**src/rtl/bus_sync_launcher.sv**
```systemverilog
// Source-side launcher for a multi-flop data synchronizer: holds each word with its
// enable high for HOLD_CYCLES, then forces a GAP_CYCLES low gap; one pending slot.
module bus_sync_launcher #(
  parameter int BUS_WIDTH   = 8,
  parameter int HOLD_CYCLES = 4,
  parameter int GAP_CYCLES  = 2
) (
  input  logic                 CLK,
  input  logic                 RST,
  input  logic [BUS_WIDTH-1:0] in_data,
  input  logic                 in_valid,
  output logic                 in_ready,
  output logic [BUS_WIDTH-1:0] unsync_bus,
  output logic                 bus_enable,
  output logic                 busy
);

  localparam int MAX_CYCLES = (HOLD_CYCLES > GAP_CYCLES) ? HOLD_CYCLES : GAP_CYCLES;
  localparam int CNT_W      = (MAX_CYCLES > 1) ? $clog2(MAX_CYCLES) : 1;
  localparam logic [CNT_W-1:0] HOLD_LOAD = CNT_W'(HOLD_CYCLES - 1);
  localparam logic [CNT_W-1:0] GAP_LOAD  = CNT_W'(GAP_CYCLES - 1);
  localparam logic [CNT_W-1:0] CNT_ONE   = CNT_W'(1);

  typedef enum logic [1:0] {
    ST_IDLE = 2'd0,
    ST_HOLD = 2'd1,
    ST_GAP  = 2'd2
  } state_t;

  state_t               state_reg, state_next;
  logic [CNT_W-1:0]     cnt_reg, cnt_next;
  logic [BUS_WIDTH-1:0] bus_reg, bus_next;
  logic                 enable_reg, enable_next;
  logic                 pend_full_reg, pend_full_next;
  logic [BUS_WIDTH-1:0] pend_data_reg, pend_data_next;

  logic                 accept;
  logic                 launch;
  logic [BUS_WIDTH-1:0] launch_data;

  // Ready depends only on the registered pending flag, never on in_valid.
  assign accept = in_valid & ~pend_full_reg;

  always_ff @(posedge CLK or negedge RST) begin
    if (!RST) begin
      state_reg     <= ST_IDLE;
      cnt_reg       <= '0;
      bus_reg       <= '0;
      enable_reg    <= 1'b0;
      pend_full_reg <= 1'b0;
      pend_data_reg <= '0;
    end else begin
      state_reg     <= state_next;
      cnt_reg       <= cnt_next;
      bus_reg       <= bus_next;
      enable_reg    <= enable_next;
      pend_full_reg <= pend_full_next;
      pend_data_reg <= pend_data_next;
    end
  end

  always_comb begin
    state_next     = state_reg;
    cnt_next       = cnt_reg;
    bus_next       = bus_reg;
    enable_next    = enable_reg;
    pend_full_next = pend_full_reg;
    pend_data_next = pend_data_reg;
    launch         = 1'b0;
    launch_data    = in_data;

    case (state_reg)
      ST_IDLE: begin
        if (accept) begin
          launch = 1'b1;
        end
      end

      ST_HOLD: begin
        if (cnt_reg == '0) begin
          enable_next = 1'b0;
          cnt_next    = GAP_LOAD;
          state_next  = ST_GAP;
        end else begin
          cnt_next = cnt_reg - CNT_ONE;
        end
        if (accept) begin
          pend_full_next = 1'b1;
          pend_data_next = in_data;
        end
      end

      ST_GAP: begin
        if (cnt_reg == '0) begin
          // A word offered on the very last gap cycle launches directly so the
          // pending slot is never left occupied on the way into IDLE.
          if (pend_full_reg) begin
            launch         = 1'b1;
            launch_data    = pend_data_reg;
            pend_full_next = 1'b0;
          end else if (accept) begin
            launch = 1'b1;
          end else begin
            state_next = ST_IDLE;
          end
        end else begin
          cnt_next = cnt_reg - CNT_ONE;
          if (accept) begin
            pend_full_next = 1'b1;
            pend_data_next = in_data;
          end
        end
      end

      default: begin
        state_next     = ST_IDLE;
        enable_next    = 1'b0;
        pend_full_next = 1'b0;
      end
    endcase

    if (launch) begin
      bus_next    = launch_data;
      enable_next = 1'b1;
      cnt_next    = HOLD_LOAD;
      state_next  = ST_HOLD;
    end
  end

  always_comb begin
    in_ready   = ~pend_full_reg;
    unsync_bus = bus_reg;
    bus_enable = enable_reg;
    busy       = (state_reg != ST_IDLE) | pend_full_reg;
  end

  a_idle_never_pending: assert property (@(posedge CLK) disable iff (!RST)
    (state_reg == ST_IDLE) |-> !pend_full_reg);

  a_bus_frozen_while_high: assert property (@(posedge CLK) disable iff (!RST)
    (enable_reg && $past(enable_reg)) |-> $stable(bus_reg));

endmodule

```
**config.mk**
```make
export PLATFORM = sky130hd
export DESIGN_NAME = bus_sync_launcher
export DESIGN_NICKNAME = d
export VERILOG_FILES = /design/src/rtl/bus_sync_launcher.sv
export SDC_FILE = /design/constraint.sdc
export NUM_CORES = 1
export LEC_CHECK = 0
export ABC_AREA = 0
export CAP_MARGIN = 20
export CORE_AREA = 2 2 50 52
export CTS_CLUSTER_SIZE = 28
export DETAILED_ROUTE_END_ITERATION = 12
export DIE_AREA = 0 0 52 54
export PLACE_DENSITY_LB_ADDON = 0.12
export SLEW_MARGIN = 10
export SYNTH_ARGS = -nofsm -noshare
export SYNTH_HDL_FRONTEND = slang
export SYNTH_SLANG_ARGS = --single-unit
```
**constraint.sdc**
```tcl
create_clock -name CLK -period 3.56 [get_ports CLK]
set_clock_uncertainty 0.05 [all_clocks]
set_input_delay 1.068 -clock CLK [delete_from_list [all_inputs] [get_ports CLK]]
set_output_delay 1.068 -clock CLK [all_outputs]
set_load 0.01 [all_outputs]
```
==> summary.md, run 1 <==
| Metric | Value |
|---|---|
| Critical Path RT | 2.44 ns |
| Sequential share of the synthesized area | 45.8% |
| Max H-tree Level | 1 |
| # nets final | 126 |
| Layout cells sized above 1 | 22.5% |
| Async set-reset flop share out of synthesis | 100% |
| Worst EP arrival | 1.90 ns |
| Unrepaired setup endpoints after global routing | no |
| DIE WIDTH | 52 um |
| Crit share post-route | 84.8% |
| Clk buf depth | 2 |
| Core box area | 0.00232 mm^2 |
| Max cap viols | 0 |
| Post-synthesis register bit count | 22 |
| Hold Vio Cnt, Final | 0 |
| Sw Pwr | 0.426 mW |
| Total grt overflow | 0 |
| Initial Util | 51.8% |
| Total CTS buffers | 3 |
| Via count | 735 |
| Max IR drop VDD | 0.000456 V |
| Diodes inserted | 0 |
| Element type at the critical path start | flop |
| Worst-margin pin slew | 0.612 ns |
| I/O Pins | 22 |
| IO Port Bufs | 21 |
| Mapped Area | 0.00120 mm^2 |
| Crit end category | output pin |
| Crit Path Class | reg -> out |
| Reg power frac | 38.4% |
| CTS tree | yes |
| DP Wirelength | 1400 um |
| Die Span Y | 54 um |
| Vias per cell | 5.21 |
| Overall Power | 1.24 mW |
| First-pass GRT wire length | 3310 um |
| Register area | 551 um^2 |
| Final Critical Period | 3.02 ns |
| Clock slew at reported path FFs | 0.13 ns |
| Clock Sink Count | 22 |
| Gate count after technology mapping | 89 |
| Share of the synthesized area in the top cell type | 45.8% |
| Detailed Routing Iterations Pass 1 | 4 |
| Relative slew margins | 59.2% |
| Largest net degree at the start of global routing | 23 |
| Ys flop type | dfrtp_1 |
| GPL Wtd Cong | 0.872 |
| Remaining DRCs | 0 |
| Worst min path class | reg -> reg |
| Pwr dens | 850 mW/mm^2 |
| Antenna violations before repair | 0 |
| Crit path max fanout | 5 |
| Switching Share | 34.4% |
| Highest clock rate | 331 MHz |
| Post-Syn Nets | 103 |
| Int Pwr | 0.812 mW |
| FILL cells | 182 |
| Cell taking the most area after synthesis | dfrtp_1 |
| Initial drt markers | 8 |
| Final WL | 2010 um |
| Final setup fails | 0 |
| Post-CTS resize count | 0 |
| Mean routed wirelength per cell | 14.3 um |
| Cell variety after synth | 30 |
| Footprint of the multi-input gates | 586 um^2 |
| CTS Root Cell | clkbuf_4 |
| Total Routing Usage GR | 16.5% |
| EDFF count, synth | 0 |
| Max-slew violation count | 0 |
| Worst skew pair latency | 0.31 ns |
| Antenna Nets Post-Route | 0 |
| Synth Warn # | 0 |
| Setup TNS | 0 ns |
| Clock power share | 11.3% |
| Leakage | 0.644 nW |
| Outcome | completed |
| Row count | 18 |
| P&R area growth vs syn | 21.4% |
| Cts hold-fix bufs | 0 |
| Number of buffers added for setup after CTS | 0 |
| Vias in the first global route | 697 |
| Synth area leaders | dfrtp_1, mux2_4, mux2_1 |
| Power share of the combinational group | 50.3% |
| Area of the die | 0.00281 mm^2 |
| Avg Cell Area, Syn | 13.5 um^2 |
==> power groups by stage <==
stage,clock (mW),sequential (mW),combinational [mW]
2_1_floorplan,0,0.476,0.423
3_3_place_gp,0,0.472,0.616
3_5_place_dp,0,0.481,0.626
4_1_cts,0.145,0.475,0.631
5_1_grt,0.157,0.493,0.685
6_report,0.140,0.476,0.623
==> layer usage <==
metal	part of all wire, %	vias up	track usage [%]
li1	-	359	-
met1	51	353	23.4
met2	44	18	23.6
met3	3.6	5	3.61
met4	1.7	0	7.89
met5	0	-	0
==> metrics by stage <==
stage                     instances  instance area, um^2  setup slack (ns)  hold WS [ns]  utilization [%]
after CTS                       141                 1460             0.535         0.456             62.8
after detailed placement        137                 1420             0.705         0.428             61.3
after floorplan                  89                 1200              1.46         0.408                -
final                           141                 1460             0.542         0.453             62.8
after global placement          137                 1420             0.737         0.413             61.3
after global routing            141                 1460             0.390         0.472             62.8
==> worst max-delay path, stage by stage (launching register included) <==
cell	delay, ns
dfrtp_1	0.43
inv_1	0.10
ha_1	0.23
nor2b_1	0.29
inv_1	0.06
clkdlybuf4s50_1	0.48
==> logic make-up (layout without fill, tap and decap cells) <==
kind of cell	after synthesis	after routing	share of synthesized area, %
muxes	24	24	27.5
adders and majority gates	3	3	3.13
and+or+nand+nor	10	10	7.81
buffers and inverters	12	34	5.42
AOI/OAI and AO/OA	17	17	9.58
xor gates and xnor gates	1	1	0.729
DFF	22	22	45.8
==> area by class of cell <==
class                           count  share of cell area [%]
Sequential cell                    22                    37.8
Tap cell                           30                    2.58
Clock buffer                        4                    2.49
Multi-Input combinational cell     55                    40.2
Inverter                            8                    2.06
Timing Repair Buffer               22                    14.9
==> cell usage in the layout (no fill, tap or decap), drive strengths merged, types with 2 or more instances in the layout <==
cell           netlist  final
o211ai               3      3
o21ai                3      3
a21o                 2      2
a21oi                3      3
clkdlybuf4s50        0     21
mux2                24     24
clkbuf               0      4
or2                  2      2
inv                  8      8
dfrtp               22     22
ha                   3      3
==> path summary, 6_finish.rpt <==
kind,to,slack (ns),start,cells after the start
max in group asynchronous,unsync_bus[3],2.20,RST,2
min reg2reg,pend_data_reg[4],0.45,pend_data_reg[4],1
min in group asynchronous,pend_full_reg,1.03,RST,2
max reg2reg,unsync_bus[4],1.29,state_reg[0],5
min,pend_data_reg[4],0.45,pend_data_reg[4],1
max,busy,0.54,state_reg[0],5
==> cells in the mapped netlist (2+ instances only) <==
cell      count
o21ai_0       3
buf_6         2
mux2_1        8
mux2_4       16
dfrtp_1      22
ha_1          3
o211ai_1      3
inv_1         7
a21o_1        2
a21oi_1       3
Power figures use the tool's default switching activity.
==> run 2, diff against run 1 <==
--- a/config.mk
+++ b/config.mk
@@ -7,10 +7,10 @@
 export LEC_CHECK = 0
 export ABC_AREA = 0
 export CAP_MARGIN = 20
-export CORE_AREA = 2 2 50 52
+export CORE_AREA = 2 2 40 70
 export CTS_CLUSTER_SIZE = 28
 export DETAILED_ROUTE_END_ITERATION = 12
-export DIE_AREA = 0 0 52 54
+export DIE_AREA = 0 0 42 72
 export PLACE_DENSITY_LB_ADDON = 0.12
 export SLEW_MARGIN = 10
 export SYNTH_ARGS = -nofsm -noshare
==> constraint.sdc (replaced) <==
create_clock -name CLK -period 3.1 [get_ports CLK]
set_clock_uncertainty 0.05 [all_clocks]
set_input_delay 0.93 -clock CLK [delete_from_list [all_inputs] [get_ports CLK]]
set_output_delay 0.93 -clock CLK [all_outputs]
set_load 0.01 [all_outputs]
==> summary.md, run 2 (synthesis results as in run 1) <==
| Metric | Value |
|---|---|
| Footprint of the multi-input gates | 586 um^2 (unchanged) |
| Worst EP arrival | 1.79 ns (-0.11 ns) |
| Total grt overflow | 0 (unchanged) |
| GPL Wtd Cong | 0.819 (-6.1%) |
| Via count | 753 (+2.4%) |
| Final setup fails | 0 (unchanged) |
| Crit path max fanout | 5 (unchanged) |
| Worst min path class | reg -> reg |
| Sw Pwr | 0.498 mW (+17%) |
| Clock power share | 13.5% (+2.2 points) |
| Start point of the worst hold path | bus_enable |
| Worst-margin pin slew | 0.573 ns (-0.0393 ns) |
| Core box area | 0.00243 mm^2 (+4.9%) |
| Total Routing Usage GR | 15.8% (-0.68 points) |
| Setup WS pre-CTS | 0.369 ns (-0.336 ns) |
| Hold path depth | 1 (unchanged) |
| CP max stage delay | 0.47 ns (about the same) |
| Switching Share | 33.5% (-0.93 points) |
| Crit share post-route | 89.3% |
| Max IR drop VDD | 0.000618 V (+35%) |
| Detailed Routing Iterations Pass 1 | 2 (-2) |
| Max H-tree Level | 1 (unchanged) |
| Vias in the first global route | 820 (+18%) |
| Largest delay share family, worst path | buffers and inverters |
| Clk buf depth | 2 (unchanged) |
| Final WL | 2040 um (+1.5%) |
| Placed Cells | 135 (-1.5%) |
| I/O Pins | 22 (unchanged) |
| Layout cells sized above 1 | 23.9% (+1.4 points) |
| CP Cell Sequence | inv_1 -> ha_1 -> nor2b_1 -> inv_1 -> clkdlybuf4s50_1 |
| P&R area growth vs syn | 23.8% |
| Power share of the combinational group | 49.5% (-0.8 points) |
| Area after DPL | 0.00143 mm^2 (+0.70%) |
| First-pass GRT wire length | 3670 um (+11%) |
| Critical Path RT | 2.12 ns (-0.32 ns) |
| Remaining DRCs | 0 (unchanged) |
| Initial drt markers | 3 (-5) |
| Die Span Y | 72 um (+33%) |
| Cell mode on critical path | inv_1 |
| Register area | 551 um^2 (unchanged) |
| Final std cells w/o fill | 139 (-1.4%) |
| Int Pwr | 0.987 mW (+22%) |
| Worst path bufs/invs | 3 (unchanged) |
| Outcome | completed |
| Cts hold-fix bufs | 0 (unchanged) |
| Antenna violations before repair | 0 (unchanged) |
| Number of buffers added for setup after CTS | 0 (unchanged) |
| Relative slew margins | 61.5% (+2.3 points) |
| Worst-case hold path end point | bus_enable |
| CTS Root Cell | clkbuf_8 |
| Unrepaired setup endpoints after global routing | no |
| Finished Cell Area | 0.00149 mm^2 (+2.0%) |
| Antenna Nets Post-Route | 0 (unchanged) |
| Layout Utilization | 61.1% (-1.7 points) |
| Diodes inserted | 0 (unchanged) |
| IO Port Bufs | 21 (unchanged) |
| Mean routed wirelength per cell | 14.7 um (+3.0%) |
| Crit end category | output pin |
| R2R cell count | 5 (unchanged) |
| Clock slew at reported path FFs | 0.08 ns (-0.05 ns) |
| DP Wirelength | 1610 um (+15%) |
| Hold Vio Cnt, Final | 0 (unchanged) |
| Setup ws final | 0.332 ns (-0.210 ns) |
| Worst skew pair latency | 0.26 ns (-0.05 ns) |
| Highest clock rate | 361 MHz |
| Reg power frac | 37.0% (-1.4 points) |
| Post-CTS resize count | 0 (unchanged) |
| # nets final | 128 (+1.6%) |
| CTS tree | yes |
| Clock Sink Count | 22 (unchanged) |
| Setup slack, reg-to-reg | 0.94 ns (-0.35 ns) |
| Row count | 24 (+6) |
| FILL cells | 201 (+10%) |
| Total CTS buffers | 3 (unchanged) |
| Largest net degree at the start of global routing | 23 (unchanged) |
| Max-slew violation count | 0 (unchanged) |
| FF-to-FF End | unsync_bus[1] |
| Area of the die | 0.00302 mm^2 (+7.7%) |
| Leading cell type in the layout, fill and taps excluded | dfrtp_1 |
| Max cap viols | 0 (unchanged) |
| Initial Util | 49.4% (-2.4 points) |
| Element type at the critical path start | flop |
| Vias per cell | 5.42 (+3.9%) |
| Critical-path top delay cell | clkdlybuf4s50_1 |
| Pwr dens | 999 mW/mm^2 (+18%) |
| Final Critical Period | 2.77 ns |
| Leakage | 0.663 nW (+2.8%) |
| Commonest non-fill, non-tap cells in the layout | dfrtp_1, clkdlybuf4s50_1, mux2_4 |
| DIE WIDTH | 42 um (-19%) |
| Worst R2R Start | state_reg[0] |
| Crit Path Class | reg -> out |
| Setup TNS | 0 ns (unchanged) |
-- run 2: changes by cell type in the layout (fill, tap and decap cells not counted), sizes merged --
cell / before / now
buf: 1 / 3
-- run 2: routing by layer --
metal  track usage (%)  vias up  routed length [um]
li1                  -      361                   -
met1              17.8      374                 801
met2              28.3       14                1140
met3              1.99        4                  61
met4              8.60        0                  36
met5                 0        -                   0
-- run 2: how the worst max path moves through the flow --
stage                            start               end  slack (ns)  depth (start not counted)
after global placement        in_valid  pend_data_reg[4]        0.42                          4
final                     state_reg[0]              busy        0.33                          5
after floorplan           state_reg[0]              busy        1.13                          4
after CTS                 state_reg[0]              busy        0.32                          5
after detailed placement      in_valid  pend_data_reg[7]        0.37                          4
after global routing      state_reg[0]              busy        0.21                          5
-- run 2: power by group through the flow --
stage | logic (mW) | clock network, mW | registers [mW]
final | 0.735 | 0.200 | 0.550
after global routing | 0.807 | 0.219 | 0.577
after CTS | 0.751 | 0.209 | 0.552
after detailed placement | 0.748 | 0 | 0.553
after global placement | 0.732 | 0 | 0.548
after floorplan | 0.486 | 0 | 0.547
-- run 2: final cells by class --
type	instances	area share [%]
Clock buffer	4	3.70
Inverter	8	2.02
Multi-Input combinational cell	55	39.4
Sequential cell	22	37.0
Tap cell	26	2.19
Timing Repair Buffer	24	15.7
-- run 2: metrics by stage --
stage | hold slack (ns) | total power [mW]
after CTS | 0.444 | 1.51
after global placement | 0.414 | 1.28
final | 0.438 | 1.49
after global routing | 0.458 | 1.60
after detailed placement | 0.426 | 1.30
after floorplan | 0.408 | 1.03
==> run 3, diff against run 2 <==
--- a/config.mk
+++ b/config.mk
@@ -12,7 +12,7 @@
 export DETAILED_ROUTE_END_ITERATION = 12
 export DIE_AREA = 0 0 42 72
 export PLACE_DENSITY_LB_ADDON = 0.12
-export SLEW_MARGIN = 10
+export SLEW_MARGIN = 20
 export SYNTH_ARGS = -nofsm -noshare
 export SYNTH_HDL_FRONTEND = slang
 export SYNTH_SLANG_ARGS = --single-unit
==> results of run 3 <==
The final DEF is identical to that of run 2; final timing and power are the same.
